--- config.mk ---
export PLATFORM = sky130hd
export DESIGN_NAME = acumulador_com_sinal
export DESIGN_NICKNAME = d
export VERILOG_FILES = /design/src/rtl/numeros_pkg.sv /design/src/rtl/somador_ext_ovf.sv /design/src/rtl/acumulador_com_sinal.sv
export SDC_FILE = /design/constraint.sdc
export NUM_CORES = 1
export LEC_CHECK = 0
export CORE_ASPECT_RATIO = 0.8
export CORE_MARGIN = 3
export CORE_UTILIZATION = 25
export DETAILED_ROUTE_END_ITERATION = 6
export MAX_ROUTING_LAYER = met4
export PLACE_DENSITY_LB_ADDON = 0.12
export SYNTH_ARGS = -nofsm -noshare
export SYNTH_HDL_FRONTEND = slang
export SYNTH_SLANG_ARGS = --single-unit
--- constraint.sdc ---
create_clock -name clk -period 3.3 [get_ports clk]
set_input_delay 0.66 -clock clk [delete_from_list [all_inputs] [get_ports clk]]
set_output_delay 0.66 -clock clk [all_outputs]
set_load 0.01 [all_outputs]
--- src/rtl/numeros_pkg.sv ---
// Shared definitions for the signed/unsigned sample accumulator.
//   estado_t         : accumulator FSM states (ACUMULA collects samples, ENTREGA holds a result).
//   MODO_*           : sample interpretation selected by modo_signed.
//   largura_contagem : width needed to count 0..n accepted samples.
package numeros_pkg;

  typedef enum logic [0:0] {
    ACUMULA = 1'b0,
    ENTREGA = 1'b1
  } estado_t;

  localparam logic MODO_UNSIGNED = 1'b0;
  localparam logic MODO_SIGNED   = 1'b1;

  // Bits needed to hold the values 0..n. Never returns less than 1.
  function automatic int unsigned largura_contagem(input int unsigned n);
    if (n < 1) begin
      return 1;
    end
    return $clog2(n + 1);
  endfunction

endpackage

--- src/rtl/somador_ext_ovf.sv ---
// Combinational extend-and-add stage of the accumulator.
//   acc      : current accumulator value (LARGURA_ACC bits).
//   amostra  : incoming sample (LARGURA_ENTRADA bits).
//   modo     : MODO_SIGNED sign-extends the sample, MODO_UNSIGNED zero-extends it.
//   soma     : acc + extended sample, wrapped modulo 2^LARGURA_ACC.
//   overflow : this single addition left the LARGURA_ACC range for the chosen mode.
module somador_ext_ovf
  import numeros_pkg::*;
#(
  parameter int unsigned LARGURA_ENTRADA = 8,
  parameter int unsigned LARGURA_ACC     = 10
) (
  input  logic [LARGURA_ACC-1:0]     acc,
  input  logic [LARGURA_ENTRADA-1:0] amostra,
  input  logic                       modo,
  output logic [LARGURA_ACC-1:0]     soma,
  output logic                       overflow
);

  localparam int unsigned Extra = LARGURA_ACC - LARGURA_ENTRADA;

  logic                   bit_ext;
  logic [LARGURA_ACC-1:0] ext;
  logic [LARGURA_ACC:0]   total;

  always_comb begin
    bit_ext = (modo == MODO_SIGNED) && amostra[LARGURA_ENTRADA-1];
    ext     = {{Extra{bit_ext}}, amostra};
    // One extra bit on both operands so total[LARGURA_ACC] is the unsigned carry out.
    total   = {1'b0, acc} + {1'b0, ext};
    soma    = total[LARGURA_ACC-1:0];
    if (modo == MODO_SIGNED) begin
      // Equal-sign operands giving a result of the other sign.
      overflow = (acc[LARGURA_ACC-1] == ext[LARGURA_ACC-1]) &&
                 (soma[LARGURA_ACC-1] != acc[LARGURA_ACC-1]);
    end else begin
      overflow = total[LARGURA_ACC];
    end
  end

endmodule

--- src/rtl/acumulador_com_sinal.sv ---
// Block accumulator for the adder-selector result stream.
// Sums N_AMOSTRAS samples per block, interpreting them as signed or unsigned according to the
// mode captured with the first sample of the block, then holds the result until taken.
//   clk, rst_n                    : clock, asynchronous active-low reset.
//   entrada_valida/entrada_pronta : input handshake for dado/modo_signed.
//   dado                          : sample.
//   modo_signed                   : 1 = two's-complement, 0 = unsigned (first sample only).
//   soma                          : sum of the last completed block.
//   overflow                      : sticky per-block overflow of the block sum.
//   contagem                      : samples accepted in the current block.
//   saida_valida/saida_pronta     : output handshake for soma/overflow.
module acumulador_com_sinal
  import numeros_pkg::*;
#(
  parameter int unsigned LARGURA_ENTRADA = 8,
  parameter int unsigned LARGURA_ACC     = 10,
  parameter int unsigned N_AMOSTRAS      = 4,
  localparam int unsigned LARGURA_CONT   = largura_contagem(N_AMOSTRAS)
) (
  input  logic                       clk,
  input  logic                       rst_n,
  input  logic                       entrada_valida,
  output logic                       entrada_pronta,
  input  logic [LARGURA_ENTRADA-1:0] dado,
  input  logic                       modo_signed,
  output logic [LARGURA_ACC-1:0]     soma,
  output logic                       overflow,
  output logic [LARGURA_CONT-1:0]    contagem,
  output logic                       saida_valida,
  input  logic                       saida_pronta
);

  localparam logic [LARGURA_CONT-1:0] UltimaContagem = LARGURA_CONT'(N_AMOSTRAS - 1);

  estado_t                 estado_q;
  logic [LARGURA_ACC-1:0]  acc_q;
  logic                    ovf_acc_q;
  logic                    modo_q;
  logic [LARGURA_ACC-1:0]  soma_q;
  logic                    overflow_q;
  logic [LARGURA_CONT-1:0] contagem_q;

  logic                    transferencia;
  logic                    ultima;
  logic                    modo_ativo;
  logic [LARGURA_ACC-1:0]  soma_nova;
  logic                    ovf_add;

  always_comb begin
    entrada_pronta = (estado_q == ACUMULA);
    saida_valida   = (estado_q == ENTREGA);
    transferencia  = entrada_valida && entrada_pronta;
    ultima         = (contagem_q == UltimaContagem);
    // The first sample of a block uses the live mode; the rest use the latched copy.
    modo_ativo     = (contagem_q == '0) ? modo_signed : modo_q;
  end

  somador_ext_ovf #(
    .LARGURA_ENTRADA(LARGURA_ENTRADA),
    .LARGURA_ACC    (LARGURA_ACC)
  ) u_somador (
    .acc     (acc_q),
    .amostra (dado),
    .modo    (modo_ativo),
    .soma    (soma_nova),
    .overflow(ovf_add)
  );

  always_ff @(posedge clk or negedge rst_n) begin
    if (!rst_n) begin
      estado_q   <= ACUMULA;
      acc_q      <= '0;
      ovf_acc_q  <= 1'b0;
      modo_q     <= MODO_UNSIGNED;
      soma_q     <= '0;
      overflow_q <= 1'b0;
      contagem_q <= '0;
    end else begin
      unique case (estado_q)
        ACUMULA: begin
          if (transferencia) begin
            if (contagem_q == '0) begin
              modo_q <= modo_signed;
            end
            acc_q      <= soma_nova;
            ovf_acc_q  <= ovf_acc_q | ovf_add;
            contagem_q <= contagem_q + LARGURA_CONT'(1);
            if (ultima) begin
              soma_q     <= soma_nova;
              overflow_q <= ovf_acc_q | ovf_add;
              estado_q   <= ENTREGA;
            end
          end
        end
        ENTREGA: begin
          if (saida_pronta) begin
            // soma_q deliberately keeps the delivered block value.
            acc_q      <= '0;
            ovf_acc_q  <= 1'b0;
            overflow_q <= 1'b0;
            contagem_q <= '0;
            estado_q   <= ACUMULA;
          end
        end
        default: estado_q <= ACUMULA;
      endcase
    end
  end

  always_comb begin
    soma     = soma_q;
    overflow = overflow_q;
    contagem = contagem_q;
  end

endmodule

==> results of run 1 <==
==> through the flow <==
step	utilization	area [µm²]	setup WS, ps	hold WS [ps]	total power [W]
floorplan	-	1550	671	364	0.00129
global placement	0.327	1940	183	463	0.00166
detailed placement	0.327	1940	115	470	0.00168
CTS	0.335	1990	407	493	0.00188
global route	0.335	1990	294	517	0.00204
finish	0.335	1990	428	484	0.00186
==> cell families after synthesis <==
| logic type | synth area share |
|---|---|
| flip-flops | 0.435 |
| AO/OA/AOI/OAI | 0.185 |
| adder cells (fa/ha/maj) | 0.118 |
| multiplexers | 0.0815 |
| XOR/XNOR | 0.0452 |
| AND/OR/NAND/NOR | 0.106 |
| buffers and inverters | 0.0290 |
==> power groups by stage <==
stage,combinational (W),sequential (W),clock (W)
2_1_floorplan,0.000671,0.000621,0
3_3_place_gp,0.00105,0.000608,0
3_5_place_dp,0.00107,0.000613,0
4_1_cts,0.00107,0.000609,0.000200
5_1_grt,0.00119,0.000635,0.000214
6_report,0.00106,0.000607,0.000194
==> path summary, 6_finish.rpt <==
path	depth (start not counted)	slack, ps	to	from
worst max-delay path	9	430	overflow	dado[0]
max in group asynchronous	2	2270	acc_q[2]	rst_n
worst min-delay path	2	480	soma[9]	soma[9]
worst max register to register	11	540	overflow	contagem[0]
min in group asynchronous	2	760	soma[5]	rst_n
worst min register to register	2	480	soma[9]	soma[9]
==> area by class of cell <==
type,instances,share of cell area
clock buffers,4,0.0226
inverters,9,0.0170
multi-input cells,118,0.418
flip-flops and latches,27,0.340
well taps,81,0.0509
repair buffers,31,0.152
==> layer usage <==
layer,vias up,routed length [µm],track usage
li1,618,-,-
met1,594,1840,0.148
met2,18,1720,0.177
met3,2,118,0.0276
met4,0,15,0.0173
met5,-,0,-
==> worst reg2reg max path: cells and delay by family (launching register included) <==
kind / cells / cell delay [ps]
buffers and inverters: 1 / 70
muxes: 2 / 560
and+or+nand+nor: 4 / 730
adders and majority gates: 2 / 470
AOI/OAI and AO/OA: 2 / 390
DFF: 1 / 430
==> flip-flops by register name, indices dropped and copies added (netlist names) <==
register / cells
acc_q: 10
contagem: 3
modo_q: 1
overflow: 1
ovf_acc_q: 1
saida_valida: 1
soma: 10
==> layout by cell type (no fill, tap or decap), drive strengths merged <==
cell type and instances:
xor2 4, nand3b 1, clkbuf 4, nor2 8, clkdlybuf4s50 28, a22o 2
a21o 7, a21oi 7, buf 3, nand2 18, nand4b 1, or3 1
a211oi 1, o211ai 2, nand4 1, a21boi 1, dfrtp 27, o21ai 23
a311o 1, mux2 5, xnor2 4, ha 13, o22ai 2, mux2i 7
nand2b 1, fa 1, inv 9, and2 1, a31oi 2, nor2b 4
==> summary.md, run 1 <==
| Metric | Value |
|---|---|
| Synth warn | 0 |
| Core Footprint | 0.00594 mm² |
| Hold buffer count at CTS | 0 |
| Filler cell count | 624 |
| Crit path capture type | flip-flop |
| Max-slew headroom | 0.555 |
| PostCTS Resize Cnt | 0 |
| Synth top cells by count | 27 x dfrtp_1, 23 x o21ai_0, 18 x nand2_1 |
| Max Freq | 348 MHz |
| Initial antenna violation count | 0 |
| Antenna Cells | 0 |
| I/O Pins | 29 |
| DR iter-0 viols | 34 |
| P&R area growth vs syn | 28.2% |
| P per Cell Area | 934 mW/mm² |
| Grt total ovfl | 0 |
| Vias | 1232 |
| Pint | 0.00111 W |
| Synth cell types | 29 |
| Overall routing resource usage | 0.112 |
| Clock Power Share | 0.104 |
| Yosys top cell by area | dfrtp_1 |
| Arrival @ worst endpoint | 3040 ps |
| Nets@finish | 217 |
| CTS tree | yes |
| Comb pwr share | 0.569 |
| Hold Fails Final Rpt | 0 |
| Hold Path Class | reg2reg |
| Largest stage delay on the critical path | 430 ps |
| Fin crit share | 0.870 |
| Initial cell density of the core | 0.261 |
| # DRC | 0 |
| Area share of the largest cell type after synthesis | 0.435 |
| Lkg Pwr | 0.909 nW |
| Main synth FF type | dfrtp_1 |
| TNS Setup | 0 ps |
| Unrepaired setup endpoints after global routing | no |
| Multi-input combinational cell area | 831 µm² |
| WL per Instance | 13.7 µm |
| Slew Limit Fails | 0 |
| Die Ht | 76.5 µm |
| Startpoint Class | input port |
| Worst Max-Slew Pin Slew | 665 ps |
| Routed vias/inst | 4.56 |
| Post-Syn Area | 0.00155 mm² |
| Postcts setup bufs | 0 |
| Fraction of registers with async set/reset | 1.00 |
| Layout cell share with drive strength beyond 1 | 0.0688 |
| H-tree depth | 1 |
| Sequential fraction of the synthesis area | 0.435 |
| Final wirelength | 3690 µm |
| CTS buffer count | 3 |
| Max Root-Sink Buffers | 2 |
| Clk sinks | 27 |
| Max-Cap Viols | 0 |
| Slowest CP cell | fa_1 |
| Most numerous cell in the Yosys netlist | dfrtp_1 |
| CP cell instances | clkdlybuf4s50_1, ha_1, fa_1, a211oi_1, o21ai_0, o211ai_1, a21oi_1, a311o_1, mux2_2 |
| Number of global-route vias before repair | 1293 |
| Register area | 676 µm² |
| Largest net degree at the start of global routing | 28 |
| Worst-Skew Late Latency | 270 ps |
| Peak VDD IR | 0.258 mV |
| Die Area | 0.00719 mm² |
| Synth top area cells | dfrtp_1 44%, ha_1 10%, o21ai_0 7.4% |
| Synthesized netlist net count | 184 |
| Final ANT Viol Nets | 0 |
| Post-Place Cells | 266 |
| Cells after Synth | 157 |
| Non-filler cells, final | 270 |
| First-pass detailed-route iteration total | 4 |
| Top delay family on crit path | compound AO/OA/AOI/OAI gates |
| DPL Wire Length | 2760 µm |
| Post-synth EDFFs | 0 |
| First-pass GRT wire length | 6220 µm |
| GP Congestion | 0.764 |
| Die W | 94.1 µm |
| Psw | 0.000748 W |
| Worst Path Required | 3470 ps |
| Crit path time final | 2870 ps |
| Root Buffer | clkbuf_8 |
| Worst-path maximum fanout | 3 |
| Worst-path clk slew | 100 ps |
| PortBufs | 28 |
| Crit Path Class | in2reg |
| Clock skew | 3.92 ps |
| #FFs+latches synth | 27 |
| FP Rows | 25 |
| Syn avg cell area | 9.88 µm² |
| CP bufs+invs | 1 |
| Register share of total power | 0.327 |
| Switch share | 0.403 |
| Status | completed |
| Final number of setup-violating endpoints | 0 |
Power figures use the tool's default switching activity.
==> run 2, diff against run 1 <==
- clock period: 3.3 -> 2.35 ns (I/O delays scaled with it)
==> run 2 against run 1 <==
- clock power grew 45%
- critical endpoint unchanged
- routed wire length grew 5.8%
- register-to-register slack lost 740 ps
- largest power group unchanged
- sequential share of layout area shrank 4.1 points
- clock skew grew 1.5 ps
- final area grew 14%
- highest routed layer unchanged
- sequential cell count is the same
- the flow now finishes with violations (setup timing)
==> summary.md, run 2 (synthesized netlist as in run 1, its figures left out) <==
| Metric | Value |
|---|---|
| Status | finished, violations left |
| Violated checks | setup timing |
| PortBufs | 28 |
| Fin crit share | 1.09 |
| Reg2reg start | contagem[0] |
| Lkg Pwr | 1.07 nW |
| Overall routing resource usage | 0.121 |
| Clk sinks | 27 |
| Final ANT Viol Nets | 0 |
| Crit path top cell by count | ha_1 |
| Arrival @ worst endpoint | 2730 ps |
| Number of global-route vias before repair | 1357 |
| Pwr Total | 0.00308 W |
| CTS buffer count | 3 |
| CP cell instances | inv_1, ha_1, nor2b_4, mux2i_2, nor2b_1, ha_1, nand4_1, a21oi_2, or3_1, a311o_1, mux2_2 |
| FP Rows | 25 |
| Largest net degree at the start of global routing | 28 |
| Initial antenna violation count | 0 |
| GP Congestion | 0.866 |
| Die Area | 0.00719 mm² |
| Worst-path clk slew | 100 ps |
| Most common cell after layout, fill and taps aside | buf_4 |
| Hold buffer count at CTS | 0 |
| Max-slew headroom | 0.672 |
| First-pass GRT wire length | 6820 µm |
| Final setup margin | -203 ps |
| Non-filler cells, final | 298 |
| Max Freq | 392 MHz |
| Worst hold stages | 2 |
| Worst-path maximum fanout | 3 |
| Crit Path Class | reg2reg |
| Hold Path Class | reg2reg |
| Root Buffer | clkbuf_8 |
| Max-Cap Viols | 0 |
| Final wirelength | 3910 µm |
| P&R area growth vs syn | 45.6% |
| R2R Setup Slk | -200 ps |
| First-pass detailed-route iteration total | 4 |
| DR iter-0 viols | 46 |
| Post-Place Cells | 291 |
| R2R cell count | 11 |
| Vias | 1325 |
| DPL Wire Length | 2910 µm |
| Routed vias/inst | 4.45 |
| Hold Crit Start | soma[9] |
| Slew Limit Fails | 0 |
| Layout cell share with drive strength beyond 1 | 0.235 |
| # DRC | 0 |
| Worst-Skew Late Latency | 280 ps |
| Critical R2R Capture | overflow |
| Unrepaired setup endpoints after global routing | yes |
| Core Footprint | 0.00594 mm² |
| Hold WS | 486 ps |
| Worst Max-Slew Pin Slew | 490 ps |
| Final number of setup-violating endpoints | 2 |
| WL per Instance | 13.1 µm |
| Hold EP | soma[9] |
| P per Cell Area | 1360 mW/mm² |
| Clock skew | 5.45 ps |
| Worst Path Required | 2530 ps |
| Startpoint Class | flip-flop |
| Antenna Cells | 0 |
| CTS tree | yes |
| Crit path time final | 2550 ps |
| H-tree depth | 1 |
| Largest stage delay on the critical path | 390 ps |
| Peak VDD IR | 0.462 mV |
| Slowest CP cell | dfrtp_1 |
| Crit path capture type | flip-flop |
| Nets@finish | 245 |
| Initial cell density of the core | 0.261 |
| I/O Pins | 29 |
| Max Root-Sink Buffers | 2 |
| Die W | 94.1 µm |
| Grt total ovfl | 0 |
| Hold Fails Final Rpt | 0 |
| Die Ht | 76.5 µm |
| Most frequent cells in the layout | 31 x buf_4, 28 x clkdlybuf4s50_1, 27 x dfrtp_1 |
==> run 2: cell count changes in the layout (fill, tap and decap cells not counted), moves of 2 or more <==
| cell | delta |
|---|---|
| o21ai_0 | -2 |
| xnor2_1 | -2 |
| buf_4 | +28 |
| xnor2_2 | +2 |
==> run 2: repair_timing <==
action | CTS | global route
endpoints found under the setup margin | 4 | 5
buffers inserted | 3 | 0
gates resized for setup | 5 | 5
pin swaps | 3 | 3
==> run 2: worst max-delay path by stage <==
stage                      startpoint  endpoint  slack, ps  cells past startpoint
after floorplan           contagem[0]  overflow       -220                     11
after global placement        dado[0]  overflow       -520                      9
after CTS                 contagem[0]  overflow       -230                     11
final                     contagem[0]  overflow       -200                     11
after global routing      contagem[0]  overflow       -360                     11
after detailed placement      dado[0]  overflow       -520                      9
==> run 2: routing by layer <==
metal  share of wire  GRT usage  vias up
met4          0.0059     0.0173        0
met5               0          -        -
met3           0.048     0.0257        2
met1            0.53      0.179      619
met2            0.42      0.173       31
li1                -          -      673
==> run 2: power breakdown <==
part	leakage, nW	switching [W]	internal, W	total, W
logic	0.708	0.000870	0.00111	0.00198
clock network	0.0228	0.000159	0.000122	0.000281
registers	0.334	0.000138	0.000686	0.000824
==> run 2: cell type report <==
| cell class | instances | area (µm²) |
|---|---|---|
| multi-input cells | 118 | 891 |
| repair buffers | 59 | 513 |
| fillers | 613 | 3680 |
| flip-flops and latches | 27 | 676 |
| well taps | 81 | 101 |
| clock buffers | 4 | 45.0 |
| inverters | 9 | 33.8 |
==> run 2: per-stage QoR <==
stage	utilization	TNS (ps)	worst slack, ps	area [µm²]
2_1_floorplan	-	-307	-218	1570
3_3_place_gp	0.361	-3020	-516	2150
3_5_place_dp	0.361	-3080	-520	2150
4_1_cts	0.376	-333	-231	2230
5_1_grt	0.380	-604	-362	2260
6_report	0.380	-277	-203	2260
==> run 2: worst max-delay path, delay by kind of cell (launching register included) <==
| family | cells | cell delay [ps] |
|---|---|---|
| fa+ha+maj | 2 | 450 |
| flops | 1 | 390 |
| compound gates | 2 | 330 |
| buf+inv | 1 | 60 |
| mux | 2 | 510 |
| simple gates | 4 | 710 |
==> run 3, diff against run 2 <==
- CORE_MARGIN: 3 -> 2
- CTS_CLUSTER_DIAMETER: unset -> 50
==> run 3 against run 2 <==
- the run still ends with setup timing left
- combinational power about the same
- hold slack improved by 4.7 ps
- final area is 0.39% higher
- clock skew shrank 1.9 ps
- critical path depth stayed put
- die area shrank 4.7%
- sequential power rose by 2%
- global-route usage rose by 1.2 points
- sequential cell count unchanged
- power grew 1.0%
- core utilization up 0.15 points
- via count is 1.7% higher
- critical path type unchanged
==> summary.md, run 3 (synthesized netlist as in run 1, its figures left out) <==
| Metric | Value |
|---|---|
| Grt total ovfl | 0 |
| Die Ht | 74.5 µm |
| Clock skew | 3.53 ps |
| P per Cell Area | 1370 mW/mm² |
| Startpoint Class | flip-flop |
| Lkg Pwr | 1.07 nW |
| Initial antenna violation count | 0 |
| Peak VDD IR | 0.349 mV |
| Post-Place Cells | 290 |
| Max Root-Sink Buffers | 2 |
| Violated checks | setup timing |
| R2R cell count | 11 |
| Die W | 92.1 µm |
| Arrival @ worst endpoint | 2680 ps |
| Unrepaired setup endpoints after global routing | yes |
| Worst-path maximum fanout | 4 |
| Final setup margin | -157 ps |
| First-pass GRT wire length | 6870 µm |
| CTS tree | yes |
| Worst Max-Slew Pin Slew | 484 ps |
| Max Freq | 399 MHz |
| Largest net degree at the start of global routing | 28 |
| Fin crit share | 1.07 |
| Hold Fails Final Rpt | 0 |
| Reg2reg start | contagem[0] |
| Pint | 0.00193 W |
| Root Buffer | clkbuf_8 |
| Worst-path clk slew | 100 ps |
| R2R Setup Slk | -160 ps |
| Filler cell count | 610 |
| Clock Power Share | 0.091 |
| CTS buffer count | 3 |
| Hold WS | 491 ps |
| # DRC | 0 |
| Die Area | 0.00686 mm² |
| Antenna Cells | 0 |
| Comb pwr share | 0.640 |
| GP Congestion | 0.771 |
| P&R area growth vs syn | 46.2% |
| I/O Pins | 29 |
| Final wirelength | 4120 µm |
| Critical R2R Capture | overflow |
| Hold EP | soma[3] |
| Crit path capture type | flip-flop |
| Crit path time final | 2510 ps |
| Vias | 1347 |
| Layout cell share with drive strength beyond 1 | 0.245 |
| Non-filler cells, final | 301 |
| Routed vias/inst | 4.48 |
| Slew Limit Fails | 0 |
| Number of global-route vias before repair | 1408 |
| Core Footprint | 0.00594 mm² |
| Switch share | 0.380 |
| Worst Path Required | 2520 ps |
| Hold Crit Start | soma[3] |
| Max-Cap Viols | 0 |
| Initial cell density of the core | 0.261 |
| DPL Wire Length | 3040 µm |
| Clk sinks | 27 |
| Most frequent cells in the layout | 34 x buf_4, 28 x clkdlybuf4s50_1, 27 x dfrtp_1 |
| Crit Path Class | reg2reg |
| Most common cell after layout, fill and taps aside | buf_4 |
| Final ANT Viol Nets | 0 |
| Final number of setup-violating endpoints | 2 |
| Psw | 0.00119 W |
| WL per Instance | 13.7 µm |
| Place WS | -529 ps |
| Overall routing resource usage | 0.133 |
| Status | finished, violations left |
| First-pass detailed-route iteration total | 4 |
| Max-slew headroom | 0.676 |
| H-tree depth | 1 |
| Nets@finish | 248 |
| Worst hold stages | 2 |
| DR iter-0 viols | 40 |
| TNS Setup | -172 ps |
| PortBufs | 28 |
| Worst-Skew Late Latency | 280 ps |
| Hold Path Class | reg2reg |
| Hold buffer count at CTS | 0 |
| Fin util | 0.382 |
| Register share of total power | 0.269 |
| FP Rows | 25 |
==> run 3: repair_timing <==
action                                 in CTS  in global routing
pin swaps                                   1                  5
resized for setup                           3                  7
endpoints found under the hold margin       0                  0
setup buffers                               4                  3
setup endpoints to repair                   4                  7
==> run 3: final cells by class <==
type | instances | area (µm²) | share of cell area
inverters | 9 | 33.8 | 0.0149
clock buffers | 3 | 41.3 | 0.0182
flip-flops and latches | 27 | 676 | 0.298
clock inverters | 1 | 5.00 | 0.00221
multi-input cells | 118 | 876 | 0.386
well taps | 81 | 101 | 0.0447
repair buffers | 62 | 536 | 0.236
==> run 3: through the flow <==
step,instance area [µm²],total power (W)
after floorplan,1570,0.00185
after global placement,2140,0.00267
after detailed placement,2140,0.00271
after CTS,2220,0.00308
after global routing,2270,0.00341
final,2270,0.00312
==> run 3: how the worst max path moves through the flow <==
| stage | start | to | slack (ps) | cells past startpoint |
|---|---|---|---|---|
| after floorplan | contagem[0] | overflow | -220 | 11 |
| after global placement | dado[0] | overflow | -510 | 9 |
| after detailed placement | dado[0] | overflow | -530 | 9 |
| after CTS | contagem[1] | overflow | -240 | 11 |
| final | contagem[0] | overflow | -160 | 11 |
| after global routing | contagem[0] | overflow | -290 | 11 |
==> run 3: worst max-delay path, cell delays in order (launching register included) <==
cell     delay (ps)
dfrtp_1         390
inv_1            60
ha_1            140
nor2b_4         140
mux2i_2         270
nor2b_2         100
ha_4            290
nand4_1          90
a21oi_2         180
o21ai_0         110
a311o_1         360
mux2_2          270
==> run 3: power groups by stage <==
| stage | Sequential (W) | Combinational (W) | Clock, W |
|---|---|---|---|
| global route | 0.000873 | 0.00223 | 0.000307 |
| CTS | 0.000839 | 0.00194 | 0.000297 |
| floorplan | 0.000876 | 0.000976 | 0 |
| finish | 0.000838 | 0.00199 | 0.000283 |
| detailed placement | 0.000850 | 0.00186 | 0 |
| global placement | 0.000842 | 0.00183 | 0 |
==> run 3: metal layers <==
metal	vias to the layer above	GRT usage	part of all wire
met1	638	0.175	0.52
met4	0	0.0299	0.0083
met3	5	0.0284	0.033
met2	22	0.215	0.43
met5	-	-	0
li1	682	-	-
==> edit, RTL diff (config.mk and constraints of run 3) <==
Set the parameter `N_AMOSTRAS` to 5 (it was 4).
--- a/src/rtl/acumulador_com_sinal.sv
+++ b/src/rtl/acumulador_com_sinal.sv
@@ -14,7 +14,7 @@
 #(
   parameter int unsigned LARGURA_ENTRADA = 8,
   parameter int unsigned LARGURA_ACC     = 10,
-  parameter int unsigned N_AMOSTRAS      = 4,
+  parameter int unsigned N_AMOSTRAS      = 5,
   localparam int unsigned LARGURA_CONT   = largura_contagem(N_AMOSTRAS)
 ) (
   input  logic                       clk,
Formal check against the unedited RTL: not equivalent (Yosys sat finds a counterexample within 10 cycles, from zero or initial values and one cycle with rst_n low).
==> edit against run 3 <==
The run still ends with setup timing left; setup slack got worse by 22 ps; final area rose by 1.4%; routed wire length fell by 1.7%; total power rose by 0.34%; synthesized area rose by 0.32%; sequential cell count did not move; first-iteration DRC count fell by 20%; largest cell class unchanged.
==> edit: results <==
export IMPL_hold_depth=2
export IMPL_place_ws_ps=-549.4
export IMPL_p_leak_nw=1.065
export IMPL_cts_buffers_inserted=3
export IMPL_place_congestion=0.8852
export IMPL_grt_pass1_vias=1382
export IMPL_synth_nets=185
export IMPL_p_comb_share_pct=65.1
export IMPL_clkLatencyLatePin_ps=270
export IMPL_grt_start_max_net_pins=28
export IMPL_slew_headroom_pct=75.95
export IMPL_clkTransAtPathRegs_ps=90
export IMPL_timing_setup_tns_ps=-262.4
export IMPL_drv_slew=0
export IMPL_slowest_stage="dfrtp_2"
export IMPL_grt_pass1_wl_um=6796
export IMPL_reg2reg_from="contagem[0]"
export IMPL_cpPeakStageDelay_ps=420
export IMPL_hpwlAfterDp_um=3044
export IMPL_antenna_found_initial=0
export IMPL_portBuffers=28
export IMPL_fin_worst_skew_ps=3.137
export IMPL_clockBufferDepth=2
export IMPL_crit_fanout=4
export IMPL_critPathArrivalTime_ps=2690
export IMPL_htreeDepth=1
export IMPL_clockRootBuffer="clkbuf_8"
export IMPL_drive_gt1_share_pct=25.23
export IMPL_yosys_top_cells_count="dfrtp_1, o21ai_0, nand2_1"
export IMPL_ys_types=30
export IMPL_hold_path_class="flip-flop to flip-flop"
export IMPL_async_flop_share_pct=100.0
export IMPL_grt_util_all_layers_pct=13.36
export IMPL_hp_start="soma[3]"
export IMPL_routed_wirelength_um=4047
export IMPL_intPower_mw=1.924
export IMPL_first_pass_iters=4
export IMPL_yosysWarnings=0
export IMPL_setup_viol=2
export IMPL_antennaDiodeCount=0
export IMPL_viasPerCell=4.462
export IMPL_ys_seq_area_share_pct=43.41
export IMPL_worst_r2r_path_depth=11
export IMPL_powerDensity_nw_per_um2=1359
export IMPL_syn_inst=159
export IMPL_status="finished with violations"
export IMPL_synth_area_leaders="dfrtp_1, ha_1, o21ai_0"
export IMPL_drt_iter0_drc=32
export IMPL_pwr_share_clk_pct=8.6
export IMPL_final_net_count=245
export IMPL_vdd_drop_max_mv=0.3981
export IMPL_violations="setup timing"
export IMPL_critical_path_class="flip-flop to flip-flop"
export IMPL_path_delay_family="simple AND/OR/NAND/NOR gates"
export IMPL_setup_ws_ps=-179.8
## edit: repair_timing
item / CTS / global route
buffers inserted: 2 / 2
resized for setup: 8 / 11
hold endpoints to repair: 0 / 0
pin swaps: 3 / 12
setup endpoints to repair: 6 / 8
## edit: metal layers
layer  global-route usage [%]  up-vias  wire length [um]
li1                         -      681                 -
met1                    17.67      625              2076
met2                    21.24       26              1811
met3                    2.938        2               130
met4                    2.985        0                29
met5                        -        -                 0
## edit: cell type report
class                   instances  area (sq um)
clock buffers                   4         45.04
fillers                       592          3674
inverters                      10         37.54
multi-input cells             118         920.9
flip-flops and latches         27         676.9
well taps                      81         101.3
repair buffers                 59         519.2
## edit: cell families (layout without fill, tap and decap cells)
group / after synthesis / count (layout) / synth area share [%]
DFF: 27 / 27 / 43.41
muxes: 12 / 12 / 8.119
xor gates and xnor gates: 9 / 9 / 5.064
buffers and inverters: 14 / 73 / 3.376
adders and majority gates: 13 / 13 / 10.93
AOI/OAI and AO/OA: 51 / 51 / 19.37
and+or+nand+nor: 33 / 33 / 9.728
## edit: final timing paths
path / slack (ps) / end
hold / removal: 480 / soma[3]
hold reg to reg: 480 / soma[3]
max in group asynchronous: 1490 / contagem[0]
setup / recovery: -180 / overflow
min in group asynchronous: 580 / soma[4]
setup reg to reg: -180 / overflow
## edit: worst reg2reg max path: stages (launching register included)
cell	delay, ps
dfrtp_2	420
inv_2	70
ha_4	130
nor2b_4	160
mux2i_4	300
nor2b_4	80
ha_4	230
nand4_1	80
a21oi_2	50
or3_1	350
a311o_1	290
mux2_2	260
## edit: stage by stage
step,area (sq um),hold slack [ps],instances
finish,2301,482.6,299
global route,2301,535.6,299
CTS,2252,491.6,297
detailed placement,2155,469.0,291
global placement,2155,460.9,291
floorplan,1585,174.4,159
